**src/rtl/alu_control_muldiv_pkg.sv**
```systemverilog
`default_nettype none
// ============================================================================
//  Module : alu_ctrl_pkg
//  Brief  : ALUOp, funct and control-code constants, FSM state encoding and
//           decode helpers shared by the ALU control / mul-div slice.
//  Rev    : 1.0
// ============================================================================
package alu_ctrl_pkg;

    localparam logic [1:0] ALUOP_ADD   = 2'b00;
    localparam logic [1:0] ALUOP_SUB   = 2'b01;
    localparam logic [1:0] ALUOP_RTYPE = 2'b10;

    localparam logic [5:0] FUNCT_ADD   = 6'b100000;
    localparam logic [5:0] FUNCT_ADDU  = 6'b100001;
    localparam logic [5:0] FUNCT_SUB   = 6'b100010;
    localparam logic [5:0] FUNCT_SUBU  = 6'b100011;
    localparam logic [5:0] FUNCT_AND   = 6'b100100;
    localparam logic [5:0] FUNCT_OR    = 6'b100101;
    localparam logic [5:0] FUNCT_XOR   = 6'b100110;
    localparam logic [5:0] FUNCT_SLT   = 6'b101010;
    localparam logic [5:0] FUNCT_SLTU  = 6'b101011;
    localparam logic [5:0] FUNCT_MFHI  = 6'b010000;
    localparam logic [5:0] FUNCT_MTHI  = 6'b010001;
    localparam logic [5:0] FUNCT_MFLO  = 6'b010010;
    localparam logic [5:0] FUNCT_MTLO  = 6'b010011;
    localparam logic [5:0] FUNCT_MULT  = 6'b011000;
    localparam logic [5:0] FUNCT_MULTU = 6'b011001;
    localparam logic [5:0] FUNCT_DIV   = 6'b011010;
    localparam logic [5:0] FUNCT_DIVU  = 6'b011011;

    localparam logic [3:0] CTRL_AND  = 4'b0000;
    localparam logic [3:0] CTRL_OR   = 4'b0001;
    localparam logic [3:0] CTRL_ADD  = 4'b0010;
    localparam logic [3:0] CTRL_XOR  = 4'b0011;
    localparam logic [3:0] CTRL_ADDU = 4'b0100;
    localparam logic [3:0] CTRL_SUBU = 4'b0101;
    localparam logic [3:0] CTRL_SUB  = 4'b0110;
    localparam logic [3:0] CTRL_SLT  = 4'b0111;
    localparam logic [3:0] CTRL_SLTU = 4'b1000;
    localparam logic [3:0] CTRL_NOP  = 4'b1111;

    typedef enum logic [1:0] {
        IDLE = 2'd0,
        RUN  = 2'd1,
        FIX  = 2'd2
    } state_t;

    // Encoding matches funct[1:0] of the mul/div group.
    typedef enum logic [1:0] {
        MD_MULT  = 2'd0,
        MD_MULTU = 2'd1,
        MD_DIV   = 2'd2,
        MD_DIVU  = 2'd3
    } md_kind_t;

    function automatic logic is_muldiv(input logic [1:0] op, input logic [5:0] funct);
        return (op == ALUOP_RTYPE) && (funct[5:2] == 4'b0110);
    endfunction

    function automatic logic is_hilo(input logic [1:0] op, input logic [5:0] funct);
        return (op == ALUOP_RTYPE) && (funct[5:2] == 4'b0100);
    endfunction

    function automatic logic [3:0] decode_ctrl(input logic [1:0] op, input logic [5:0] funct);
        logic [3:0] ctrl;
        ctrl = CTRL_AND;
        if (op == ALUOP_ADD) begin
            ctrl = CTRL_ADD;
        end else if (op == ALUOP_SUB) begin
            ctrl = CTRL_SUB;
        end else if (op == ALUOP_RTYPE) begin
            case (funct)
                FUNCT_OR:   ctrl = CTRL_OR;
                FUNCT_XOR:  ctrl = CTRL_XOR;
                FUNCT_ADD:  ctrl = CTRL_ADD;
                FUNCT_SUB:  ctrl = CTRL_SUB;
                FUNCT_AND:  ctrl = CTRL_AND;
                FUNCT_SLT:  ctrl = CTRL_SLT;
                FUNCT_ADDU: ctrl = CTRL_ADDU;
                FUNCT_SUBU: ctrl = CTRL_SUBU;
                FUNCT_SLTU: ctrl = CTRL_SLTU;
                default: begin
                    if (is_muldiv(op, funct) || is_hilo(op, funct)) begin
                        ctrl = CTRL_NOP;
                    end
                end
            endcase
        end
        return ctrl;
    endfunction

endpackage
`default_nettype wire

```
**src/rtl/alu_control_muldiv_if.sv**
```systemverilog
`default_nettype none
// ============================================================================
//  Module : alu_control_muldiv_if
//  Brief  : ID/EX-side bundle of the ALU control / mul-div block.
//  Rev    : 1.0
// ============================================================================
interface alu_control_muldiv_if #(
    parameter int WIDTH = 32
) ();
    logic [1:0]       op;
    logic [5:0]       funct;
    logic             valid;
    logic [WIDTH-1:0] a;
    logic [WIDTH-1:0] b;
    logic [3:0]       control;
    logic             stall;
    logic             busy;
    logic             done;
    logic             div_by_zero;
    logic [WIDTH-1:0] hilo_rdata;
    logic [WIDTH-1:0] hi;
    logic [WIDTH-1:0] lo;

    modport master (
        output op, funct, valid, a, b,
        input  control, stall, busy, done, div_by_zero, hilo_rdata, hi, lo
    );

    modport slave (
        input  op, funct, valid, a, b,
        output control, stall, busy, done, div_by_zero, hilo_rdata, hi, lo
    );
endinterface
`default_nettype wire

```
**src/rtl/alu_control_muldiv_muldiv_core.sv**
```systemverilog
`default_nettype none
// ============================================================================
//  Module : muldiv_core
//  Brief  : Iterative shift-add multiplier / restoring divider with sign fix.
//  Rev    : 1.0
// ============================================================================
module muldiv_core
    import alu_ctrl_pkg::*;
#(
    parameter int WIDTH = 32,
    parameter int CNT_W = $clog2(WIDTH + 1)
) (
    input  wire logic             clk,
    input  wire logic             rst_n,
    input  wire logic             i_start,
    input  md_kind_t              i_kind,
    input  wire logic [WIDTH-1:0] i_a,
    input  wire logic [WIDTH-1:0] i_b,
    output logic                  o_idle,
    output logic                  o_busy,
    output logic                  o_done,
    output logic                  o_dbz,
    output logic                  o_wr,
    output logic [WIDTH-1:0]      o_hi,
    output logic [WIDTH-1:0]      o_lo
);

    state_t                 r_state;
    state_t                 w_state_nxt;
    logic [CNT_W-1:0]       r_cnt;
    logic [2*WIDTH-1:0]     r_prod;
    logic [WIDTH-1:0]       r_rem;
    logic [WIDTH-1:0]       r_opb;
    logic                   r_is_div;
    logic                   r_neg_res;
    logic                   r_neg_rem;
    logic                   r_dbz_pend;
    logic                   r_busy;
    logic                   r_done;
    logic                   r_dbz;

    logic                   w_idle;
    logic                   w_step;
    logic                   w_fix;
    logic                   w_go;
    logic                   w_signed;
    logic                   w_div;
    logic                   w_a_neg;
    logic                   w_b_neg;
    logic [WIDTH-1:0]       w_a_mag;
    logic [WIDTH-1:0]       w_b_mag;
    logic [WIDTH:0]         w_sum;
    logic [WIDTH:0]         w_shift;
    logic [WIDTH:0]         w_diff;
    logic [2*WIDTH-1:0]     w_prod_fix;
    logic [WIDTH-1:0]       w_quo_fix;
    logic [WIDTH-1:0]       w_rem_fix;

    always_ff @(posedge clk or negedge rst_n) begin
        if (!rst_n) begin
            r_state <= IDLE;
        end else begin
            r_state <= w_state_nxt;
        end
    end

    always_comb begin
        w_state_nxt = r_state;
        case (r_state)
            IDLE:    if (i_start) w_state_nxt = RUN;
            RUN:     if (r_cnt == CNT_W'(1)) w_state_nxt = FIX;
            FIX:     w_state_nxt = IDLE;
            default: w_state_nxt = IDLE;
        endcase
    end

    always_comb begin
        w_idle = (r_state == IDLE);
        w_step = (r_state == RUN);
        w_fix  = (r_state == FIX);
    end

    assign w_go     = i_start && w_idle;
    assign w_signed = (i_kind == MD_MULT) || (i_kind == MD_DIV);
    assign w_div    = (i_kind == MD_DIV) || (i_kind == MD_DIVU);
    assign w_a_neg  = w_signed && i_a[WIDTH-1];
    assign w_b_neg  = w_signed && i_b[WIDTH-1];
    assign w_a_mag  = w_a_neg ? -i_a : i_a;
    assign w_b_mag  = w_b_neg ? -i_b : i_b;

    // Multiply: add multiplicand into the upper half when LSB set, then shift right.
    assign w_sum   = {1'b0, r_prod[2*WIDTH-1:WIDTH]} + (r_prod[0] ? {1'b0, r_opb} : '0);
    // Divide: dividend bits stream out of r_prod[WIDTH-1:0] while quotient bits shift in.
    assign w_shift = {r_rem, r_prod[WIDTH-1]};
    assign w_diff  = w_shift - {1'b0, r_opb};

    always_ff @(posedge clk or negedge rst_n) begin
        if (!rst_n) begin
            r_cnt      <= '0;
            r_prod     <= '0;
            r_rem      <= '0;
            r_opb      <= '0;
            r_is_div   <= 1'b0;
            r_neg_res  <= 1'b0;
            r_neg_rem  <= 1'b0;
            r_dbz_pend <= 1'b0;
        end else if (w_go) begin
            r_cnt      <= CNT_W'(WIDTH);
            r_prod     <= {{WIDTH{1'b0}}, w_a_mag};
            r_rem      <= '0;
            r_opb      <= w_b_mag;
            r_is_div   <= w_div;
            r_neg_res  <= w_a_neg ^ w_b_neg;
            r_neg_rem  <= w_div && w_a_neg;
            r_dbz_pend <= w_div && (i_b == '0);
        end else if (w_step) begin
            r_cnt <= r_cnt - CNT_W'(1);
            if (r_is_div) begin
                r_rem                <= w_diff[WIDTH] ? w_shift[WIDTH-1:0] : w_diff[WIDTH-1:0];
                r_prod[WIDTH-1:0]    <= {r_prod[WIDTH-2:0], ~w_diff[WIDTH]};
            end else begin
                r_prod <= {w_sum, r_prod[WIDTH-1:1]};
            end
        end
    end

    always_ff @(posedge clk or negedge rst_n) begin
        if (!rst_n) begin
            r_busy <= 1'b0;
            r_done <= 1'b0;
            r_dbz  <= 1'b0;
        end else begin
            r_done <= w_fix;
            r_dbz  <= w_fix && r_dbz_pend;
            if (w_go) begin
                r_busy <= 1'b1;
            end else if (w_fix) begin
                r_busy <= 1'b0;
            end
        end
    end

    assign w_prod_fix = r_neg_res ? -r_prod : r_prod;
    assign w_quo_fix  = r_neg_res ? -r_prod[WIDTH-1:0] : r_prod[WIDTH-1:0];
    assign w_rem_fix  = r_neg_rem ? -r_rem : r_rem;

    assign o_idle = w_idle;
    assign o_busy = r_busy;
    assign o_done = r_done;
    assign o_dbz  = r_dbz;
    assign o_wr   = w_fix;
    assign o_hi   = r_is_div ? w_rem_fix : w_prod_fix[2*WIDTH-1:WIDTH];
    assign o_lo   = r_is_div ? w_quo_fix : w_prod_fix[WIDTH-1:0];

endmodule
`default_nettype wire

```
**src/rtl/alu_control_muldiv.sv**
```systemverilog
`default_nettype none
// ============================================================================
//  Module : alu_control_muldiv
//  Brief  : ALU control decode, HI/LO registers and mul/div issue/stall logic.
//  Rev    : 1.0
// ============================================================================
module alu_control_muldiv
    import alu_ctrl_pkg::*;
#(
    parameter int WIDTH = 32,
    parameter int CNT_W = $clog2(WIDTH + 1)
) (
    input  wire logic          clk,
    input  wire logic          rst_n,
    alu_control_muldiv_if.slave bus
);

    logic [WIDTH-1:0] r_hi;
    logic [WIDTH-1:0] r_lo;

    logic             w_is_muldiv;
    logic             w_is_hilo;
    logic             w_issue;
    logic             w_idle;
    logic             w_mthi;
    logic             w_mtlo;
    logic             w_core_wr;
    logic             w_core_busy;
    logic             w_core_done;
    logic             w_core_dbz;
    logic [WIDTH-1:0] w_core_hi;
    logic [WIDTH-1:0] w_core_lo;
    logic [WIDTH-1:0] w_rdata;

    assign w_is_muldiv = is_muldiv(bus.op, bus.funct);
    assign w_is_hilo   = is_hilo(bus.op, bus.funct);
    assign w_issue     = bus.valid && w_is_muldiv && w_idle;
    assign w_mthi      = bus.valid && w_idle && (bus.op == ALUOP_RTYPE) && (bus.funct == FUNCT_MTHI);
    assign w_mtlo      = bus.valid && w_idle && (bus.op == ALUOP_RTYPE) && (bus.funct == FUNCT_MTLO);

    muldiv_core #(
        .WIDTH (WIDTH),
        .CNT_W (CNT_W)
    ) u_core (
        .clk     (clk),
        .rst_n   (rst_n),
        .i_start (w_issue),
        .i_kind  (md_kind_t'(bus.funct[1:0])),
        .i_a     (bus.a),
        .i_b     (bus.b),
        .o_idle  (w_idle),
        .o_busy  (w_core_busy),
        .o_done  (w_core_done),
        .o_dbz   (w_core_dbz),
        .o_wr    (w_core_wr),
        .o_hi    (w_core_hi),
        .o_lo    (w_core_lo)
    );

    // Core writes and mthi/mtlo never collide: the moves only land while idle.
    always_ff @(posedge clk or negedge rst_n) begin
        if (!rst_n) begin
            r_hi <= '0;
            r_lo <= '0;
        end else if (w_core_wr) begin
            r_hi <= w_core_hi;
            r_lo <= w_core_lo;
        end else begin
            if (w_mthi) r_hi <= bus.a;
            if (w_mtlo) r_lo <= bus.a;
        end
    end

    always_comb begin
        w_rdata = '0;
        if (bus.op == ALUOP_RTYPE) begin
            if (bus.funct == FUNCT_MFHI)      w_rdata = r_hi;
            else if (bus.funct == FUNCT_MFLO) w_rdata = r_lo;
        end
    end

    assign bus.control     = decode_ctrl(bus.op, bus.funct);
    assign bus.stall       = bus.valid && !w_idle && (w_is_muldiv || w_is_hilo);
    assign bus.busy        = w_core_busy;
    assign bus.done        = w_core_done;
    assign bus.div_by_zero = w_core_dbz;
    assign bus.hilo_rdata  = w_rdata;
    assign bus.hi          = r_hi;
    assign bus.lo          = r_lo;

endmodule
`default_nettype wire

```
**src/flat_wrapper.sv**
```systemverilog
// flat-port wrapper written by rule: the top's interface ports become plain ports
module alu_control_muldiv_flat import alu_ctrl_pkg::*;
#(
    parameter int WIDTH = 32,
    parameter int CNT_W = $clog2(WIDTH + 1)
)
  (clk, rst_n, bus_op, bus_funct, bus_valid, bus_a, bus_b, bus_control, bus_stall, bus_busy, bus_done, bus_div_by_zero, bus_hilo_rdata, bus_hi, bus_lo);
  alu_control_muldiv_if #(.WIDTH(WIDTH)) bus_i ();
  input  wire logic clk;
  input  wire logic rst_n;
  input wire logic [$bits(bus_i.op)-1:0] bus_op;
  input wire logic [$bits(bus_i.funct)-1:0] bus_funct;
  input wire logic [$bits(bus_i.valid)-1:0] bus_valid;
  input wire logic [$bits(bus_i.a)-1:0] bus_a;
  input wire logic [$bits(bus_i.b)-1:0] bus_b;
  output wire logic [$bits(bus_i.control)-1:0] bus_control;
  output wire logic [$bits(bus_i.stall)-1:0] bus_stall;
  output wire logic [$bits(bus_i.busy)-1:0] bus_busy;
  output wire logic [$bits(bus_i.done)-1:0] bus_done;
  output wire logic [$bits(bus_i.div_by_zero)-1:0] bus_div_by_zero;
  output wire logic [$bits(bus_i.hilo_rdata)-1:0] bus_hilo_rdata;
  output wire logic [$bits(bus_i.hi)-1:0] bus_hi;
  output wire logic [$bits(bus_i.lo)-1:0] bus_lo;
  assign bus_i.op = bus_op;
  assign bus_i.funct = bus_funct;
  assign bus_i.valid = bus_valid;
  assign bus_i.a = bus_a;
  assign bus_i.b = bus_b;
  assign bus_control = bus_i.control;
  assign bus_stall = bus_i.stall;
  assign bus_busy = bus_i.busy;
  assign bus_done = bus_i.done;
  assign bus_div_by_zero = bus_i.div_by_zero;
  assign bus_hilo_rdata = bus_i.hilo_rdata;
  assign bus_hi = bus_i.hi;
  assign bus_lo = bus_i.lo;
  alu_control_muldiv #(.WIDTH(WIDTH), .CNT_W(CNT_W)) u_core (.clk(clk), .rst_n(rst_n), .bus(bus_i));
endmodule
```
**config.mk**
```make
export PLATFORM = sky130hd
export DESIGN_NAME = alu_control_muldiv_flat
export DESIGN_NICKNAME = d
export VERILOG_FILES = /design/src/rtl/alu_control_muldiv_pkg.sv /design/src/rtl/alu_control_muldiv_if.sv /design/src/rtl/alu_control_muldiv_muldiv_core.sv /design/src/rtl/alu_control_muldiv.sv /design/src/flat_wrapper.sv
export SDC_FILE = /design/constraint.sdc
export NUM_CORES = 1
export LEC_CHECK = 0
export ABC_CLOCK_PERIOD_IN_PS = 4710
export BUFFER_PORTS_ARGS = -buffer_cell sky130_fd_sc_hd__buf_2
export CAP_MARGIN = 20
export CORE_MARGIN = 2
export CORE_UTILIZATION = 55
export DETAILED_ROUTE_END_ITERATION = 6
export PLACE_DENSITY = 0.75
export RECOVER_POWER = 25
export SYNTH_ARGS = -nofsm -noshare
export SYNTH_HDL_FRONTEND = slang
export SYNTH_SLANG_ARGS = --single-unit
```
**constraint.sdc**
```tcl
create_clock -name clk -period 4.71 [get_ports clk]
set_input_delay 0.942 -clock clk [delete_from_list [all_inputs] [get_ports clk]]
set_output_delay 0.942 -clock clk [all_outputs]
set_load 0.005 [all_outputs]
```
Yosys cells after proc, flatten, opt, wreduce, memory -nomap -nowiden
Index checks and enable logic that the tools add are counted.
{ "totals": {"ff_bits": 207, "inputBits": 75, "output_inout_bits": 104} }
{ "classes": {"add_sub_neg": 8, "n_eq_ne": 25, "n_mux": 35, "bitwise": 2, "reduce_logical": 32} }
{ "ops": {"columns": ["op", "count"], "rows": [
  ["$mux 32", 20],
  ["$mux 64", 3],
  ["$neg 32->32", 4],
  ["$neg 64->64", 1],
  ["$eq 6x6->1 const B", 9],
  ["$pmux 4 s9", 1],
  ["$add 32x32->33", 1],
  ["$sub 33x32->33", 1],
  ["$logic_not 32->1", 1],
  ["$eq 6x5->1 const B", 4],
  ["$logic_and 1x1->1", 16],
  ["$mux 4", 4],
  ["$mux 6", 2],
  ["$reduce_bool 2->1", 5],
  ["$eq 2x2->1 const B", 4],
  ["$eq 4x3->1 const B", 2],
  ["$eq 6x1->1 const B", 1],
  ["$logic_not 2->1", 3],
  ["$reduce_and 2->1", 3],
  ["$sub 6x1->6 const B", 1],
  ["$eq 2x1->1 const B", 2],
  ["$mux 2", 2],
  ["$ne 2x1->1 const B", 2],
  ["$pmux 2 s2", 1],
  ["other kinds (6)", 9]
]} }

Logic depth before layout (Yosys ltp)
{ "logic_depth": {"depth_word": 8, "depth_mapped": 14} }

Hierarchy
A second synthesis with hierarchy kept.
{ "hier_totals": {"hier_cells": 1986, "area_unflattened_um2": 17021.3} }
{ "by_module_without_submodules": {"columns": ["mod", "n_inst", "cells_each", "area_each_um2"], "rows": [
  ["muldiv_core", 1, 1674, 13060.0],
  ["alu_control_muldiv", 1, 312, 3961.3]
]} }

Worst setup path after synthesis
No wires, ideal clock.
{ "synth_path": {"path_kind": "reg-to-reg", "from": "register u_core.u_core.r_prod[31]", "to": "register u_core.u_core.r_rem[14]", "setup_ps": 126, "t_arrival_ps": 3149, "required_ps": 4584, "path_slack_ps": 1435, "path_stages_with_launch": 15, "period_less_slack_ps": 3275, "path_cell_list": "dfrtp_1 > clkbuf_1 > inv_1 > ha_1 > fa_1 > nand2b_1 > a21oi_1 > o21ai_0 > a21boi_0 > o31ai_1 > o21bai_1 > xnor2_1 > buf_2 > nor4_1 > a221o_1"} }
{ "synth_via": {"elab_chain_cells": 5} }
{ "synth_lines": {"columns": ["element", "line_no", "text"], "rows": [
  ["start, declared", "alu_control_muldiv_muldiv_core.sv:31", "logic [2*WIDTH-1:0] r_prod;"],
  ["start signal, assigned", "alu_control_muldiv_muldiv_core.sv:109", "r_prod <= {{WIDTH{1'b0}}, w_a_mag};"],
  ["start signal, assigned by index", "alu_control_muldiv_muldiv_core.sv:120", "r_prod[WIDTH-1:0] <= {r_prod[WIDTH-2:0], ~w_diff[WIDTH]};"],
  ["start signal, assigned", "alu_control_muldiv_muldiv_core.sv:122", "r_prod <= {w_sum, r_prod[WIDTH-1:1]};"],
  ["$sub 33x32->33", "alu_control_muldiv_muldiv_core.sv:95", "assign w_diff = w_shift - {1'b0, r_opb};"],
  ["$mux 32", "alu_control_muldiv_muldiv_core.sv:119", "r_rem <= w_diff[WIDTH] ? w_shift[WIDTH-1:0] : w_diff[WIDTH-1:0];"],
  ["$mux 32", "alu_control_muldiv_muldiv_core.sv:118", "if (r_is_div) begin"],
  ["$mux 32", "alu_control_muldiv_muldiv_core.sv:116", "end else if (w_step) begin"],
  ["$mux 32", "alu_control_muldiv_muldiv_core.sv:107", "end else if (w_go) begin"],
  ["end signal, assigned", "alu_control_muldiv_muldiv_core.sv:119", null],
  ["end, declared", "alu_control_muldiv_muldiv_core.sv:32", "logic [WIDTH-1:0] r_rem;"]
]} }
No other way between the ends. The select of a mux whose other input is x is not followed.
A chain may end at the register's enable or synchronous reset.

Worst setup path in the final report
{ "layout_path": {"from": "register u_core.u_core.r_prod[31]", "to": "register u_core.u_core.r_rem[4]"} }
Same word-level chain as after synthesis.

==> metrics.log <==
INFO  metric outcome = finished with violations
INFO  metric failed_checks = max-capacitance violations, max-slew violations
INFO  metric synth_top_area_frac = 0.312
INFO  metric max-clock-path-buffers = 3
INFO  metric worst-r2r-setup-slack = 0.73 ns
INFO  metric post_route_antenna_net_violation_count = 0
INFO  metric timing.hold.worst.start = u_core.u_core.o_busy
INFO  metric cp-start-kind = flop
INFO  metric place_area = 17800 um2
INFO  metric globalplace.congestion = 0.970
INFO  metric critPathMaxFanout = 12
INFO  metric max_cap_viol_count = 1
INFO  metric critical_path_cell_list = buf_4 -> inv_1 -> ha_1 -> fa_1 -> nand2b_1 -> a21oi_1 -> o21ai_0 -> a21boi_0 -> o31ai_1 -> o21bai_1 -> xnor2_2 -> and2_1 -> a221o_1
INFO  metric timing.slew.headroom = -0.747
INFO  metric count_of_routing_violations_after_the_opening_detailed_route_iteration = 1271
INFO  metric worstHoldEndpoint = u_core.u_core.o_busy
INFO  metric worst_hold_depth = 2
INFO  metric global_route.overflow_total = 0
INFO  metric r2r-start = u_core.u_core.r_prod[31]
INFO  metric synth.yosys.seq_area_share = 0.312
INFO  metric wl = 49800 um
INFO  metric worst-slew-pin-transition = 2.62 ns
INFO  metric fp.dieArea = 31600 um2
INFO  metric antenna_cells = 0
INFO  metric max-vdd-ir-drop = 338 uV
INFO  metric clock_sinks = 207
INFO  metric power.static_leakage = 7.74 nW
INFO  metric detail_route.wl_per_cell = 19.5 um
INFO  metric grtUsageTotal = 0.313
INFO  metric die-height = 178 um
INFO  metric critPathSlowestCell = sky130_fd_sc_hd__o31ai_1
INFO  metric clk_latency = 0.56 ns
INFO  metric setup_violating_endpoint_count_in_the_final_report = 0
INFO  metric rsz0062_at_grt = no
INFO  metric min_period = 3.98 ns
INFO  metric dominantRegCellSynth = sky130_fd_sc_hd__dfrtp_1
INFO  metric layout.cells.most_common_list = sky130_fd_sc_hd__o21ai_0 (244), sky130_fd_sc_hd__nand2_1 (228), sky130_fd_sc_hd__dfrtp_1 (205)
INFO  metric worst_hold_slack = 0.476 ns
INFO  metric totalNegativeSetupSlack = 0 ns
INFO  metric yosysWarningCount = 0
INFO  metric cts-root-buf = sky130_fd_sc_hd__clkbuf_16
INFO  metric critical_path_class = flop to flop
INFO  metric sort_of_element_at_the_end_of_the_critical_path = flop
INFO  metric ys_top_cells_by_area = sky130_fd_sc_hd__dfrtp_1 (31%), sky130_fd_sc_hd__o21ai_0 (7.4%), sky130_fd_sc_hd__xnor2_1 (5.8%), sky130_fd_sc_hd__mux2i_1 (5.5%), sky130_fd_sc_hd__ha_1 (5.3%)
INFO  metric cell_count_after_synthesis = 2043
INFO  metric grt_start_max_net_pins = 100
INFO  metric htree_num_levels = 1
INFO  metric count_of_buffers_added_by_post_cts_timing_repair_for_setup = 0
INFO  metric hpwlAfterDp = 37300 um
INFO  metric cts-resized-gates = 0
INFO  metric cp_slowest_stage_delay = 0.63 ns
INFO  metric worst-endpoint-arrival = 4.46 ns
INFO  metric power.density_cell_area = 577 nW/um2
INFO  metric hold_buffers = 0
INFO  metric layout.cells.most_common = sky130_fd_sc_hd__o21ai_0
INFO  metric boundaryPins = 179
INFO  metric grt_antenna_before_repair = 0
INFO  metric initial_core_util = 0.559
INFO  metric cts_tree = yes
INFO  metric finClkSkew = 0.0225 ns
INFO  metric post_route_clock_period_utilization = 0.844
INFO  metric nFillCells = 2653
INFO  metric via_per_inst = 6.30
INFO  metric rr_worst_depth = 13
INFO  metric finish.instance_area = 18600 um2
INFO  metric design_power_total = 10.7 mW
INFO  metric crit_required = 5.19 ns
INFO  metric drt_drc_violations_left = 0
INFO  metric finish.utilization = 0.626
INFO  metric cts_buffers = 25
INFO  metric ys_ff_latch = 207
INFO  metric timing.final.max_slew_violations = 99
INFO  metric ys_types = 74
INFO  metric first_global_vias = 15100
INFO  metric syn_nets = 2190
INFO  metric wire_length_of_the_first_global_routing_pass = 79600 um
INFO  metric drt_first_pass_iters = 7
INFO  metric cts.reportedPaths.clkPinSlew = 0.06 ns
INFO  metric r2r-end = u_core.u_core.r_rem[4]
INFO  metric syn-cell-area = 16600 um2
INFO  metric rows = 63
INFO  metric flow.area_growth_from_synthesis = 12.0%
INFO  metric finalHoldViolCount = 0
INFO  metric drive_above_1_share = 0.131
INFO  metric asyncSetResetFlopFracSynth = 1.00
INFO  metric core_region_area = 29700 um2
INFO  metric nets = 2292
INFO  metric synth.avg_cell_area = 8.13 um2
INFO  metric max_freq = 0.251 GHz
INFO  metric die-width = 178 um
INFO  metric detailroute.via_count = 16100
INFO  metric synth_enable_flop_cells = 0
INFO  metric placement.io_buffers = 178
INFO  metric min_path_type = flop to flop
INFO  metric post-synth-top-area-cell = sky130_fd_sc_hd__dfrtp_1
-- logic make-up (layout without fill, tap and decap cells) --
kind of cell	after synthesis	count (layout)	share of synthesized area
flip-flops	207	207	0.312
AO/OA/AOI/OAI	645	645	0.246
adder cells (fa/ha/maj)	72	72	0.0552
multiplexers	97	97	0.0589
XOR/XNOR	203	203	0.107
AND/OR/NAND/NOR	620	620	0.175
buffers and inverters	199	320	0.0462
-- sequential cells by signal, indices dropped and copies added (netlist names), 2 cells and up --
register and cells:
u_core.bus.hi 32, u_core.bus.lo 32, u_core.u_core.r_cnt 6, u_core.u_core.r_opb 32
u_core.u_core.r_prod 64, u_core.u_core.r_rem 32, u_core.u_core.r_state 2
-- metrics by stage --
step | worst slack, ns | cells
4_1_cts | 0.761 | 2554
2_1_floorplan | 1.44 | 2043
5_1_grt | 0.402 | 2554
6_report | 0.733 | 2554
3_3_place_gp | 0.867 | 2508
3_5_place_dp | 0.735 | 2508
-- critical path, delay by kind of cell (launching register included) --
kind | cells | cell delay (ns)
flops | 1 | 0.36
compound gates | 6 | 1.86
buf+inv | 2 | 0.26
fa+ha+maj | 2 | 0.39
simple gates | 2 | 0.72
xor+xnor | 1 | 0.29
-- worst max-delay path by stage --
| stage | start | to | slack [ns] | depth (start not counted) |
|---|---|---|---|---|
| detailed placement | u_core.u_core.r_prod[31] | u_core.u_core.r_rem[21] | 0.73 | 13 |
| global placement | u_core.u_core.r_prod[31] | u_core.u_core.r_rem[5] | 0.87 | 13 |
| finish | u_core.u_core.r_prod[31] | u_core.u_core.r_rem[4] | 0.73 | 13 |
| CTS | u_core.u_core.r_prod[31] | u_core.u_core.r_rem[6] | 0.76 | 13 |
| global route | u_core.u_core.r_prod[31] | u_core.u_core.r_rem[14] | 0.40 | 13 |
| floorplan | u_core.u_core.r_prod[31] | u_core.u_core.r_rem[14] | 1.44 | 14 |
-- power by group --
part / switching (mW) / internal, mW / leakage [nW] / total (mW)
clock network: 0.815 / 1.21 / 0.420 / 2.02
registers: 0.955 / 2.39 / 2.37 / 3.34
logic: 3.08 / 2.28 / 4.95 / 5.36
-- cell type report --
cell class / instances / area, um2 / share of cell area
clock buffer: 35 / 703 / 0.0378
timing repair buffer: 207 / 1120 / 0.0602
inverter: 67 / 251 / 0.0135
sequential: 207 / 5180 / 0.279
multi-input combinational: 1637 / 10700 / 0.576
clock inverter: 11 / 148 / 0.00794
tap: 390 / 488 / 0.0262
-- layer usage --
metal / vias up / track usage / wire (um)
li1: 7596 / - / -
met1: 7768 / 0.436 / 22000
met2: 638 / 0.513 / 23000
met3: 92 / 0.0345 / 3320
met4: 0 / 0.0929 / 1430
met5: - / 0 / 0
-- synth_stat cells, drive strengths merged (7+ instances only) --
| master | n |
|---|---|
| o21ai | 245 |
| nand2 | 229 |
| dfrtp | 207 |
| nor2 | 163 |
| a21oi | 116 |
| clkbuf | 114 |
| xnor2 | 110 |
| xor2 | 93 |
| mux2i | 91 |
| ha | 70 |
| inv | 67 |
| o211ai | 45 |
| nand3 | 42 |
| o31ai | 42 |
| nor3 | 41 |
| a21o | 33 |
| a22oi | 32 |
| or4 | 21 |
| nor4 | 20 |
| buf | 18 |
| nand2b | 17 |
| o41ai | 17 |
| nand4 | 16 |
| or3 | 16 |
| a32oi | 15 |
| a211oi | 14 |
| nor2b | 12 |
| a221o | 11 |
| o21a | 11 |
| o21bai | 11 |
| and2 | 9 |
| a221oi | 8 |
| or2 | 8 |
| a31oi | 7 |
| and3 | 7 |
| nand4b | 7 |
Power figures use the tool's default switching activity.
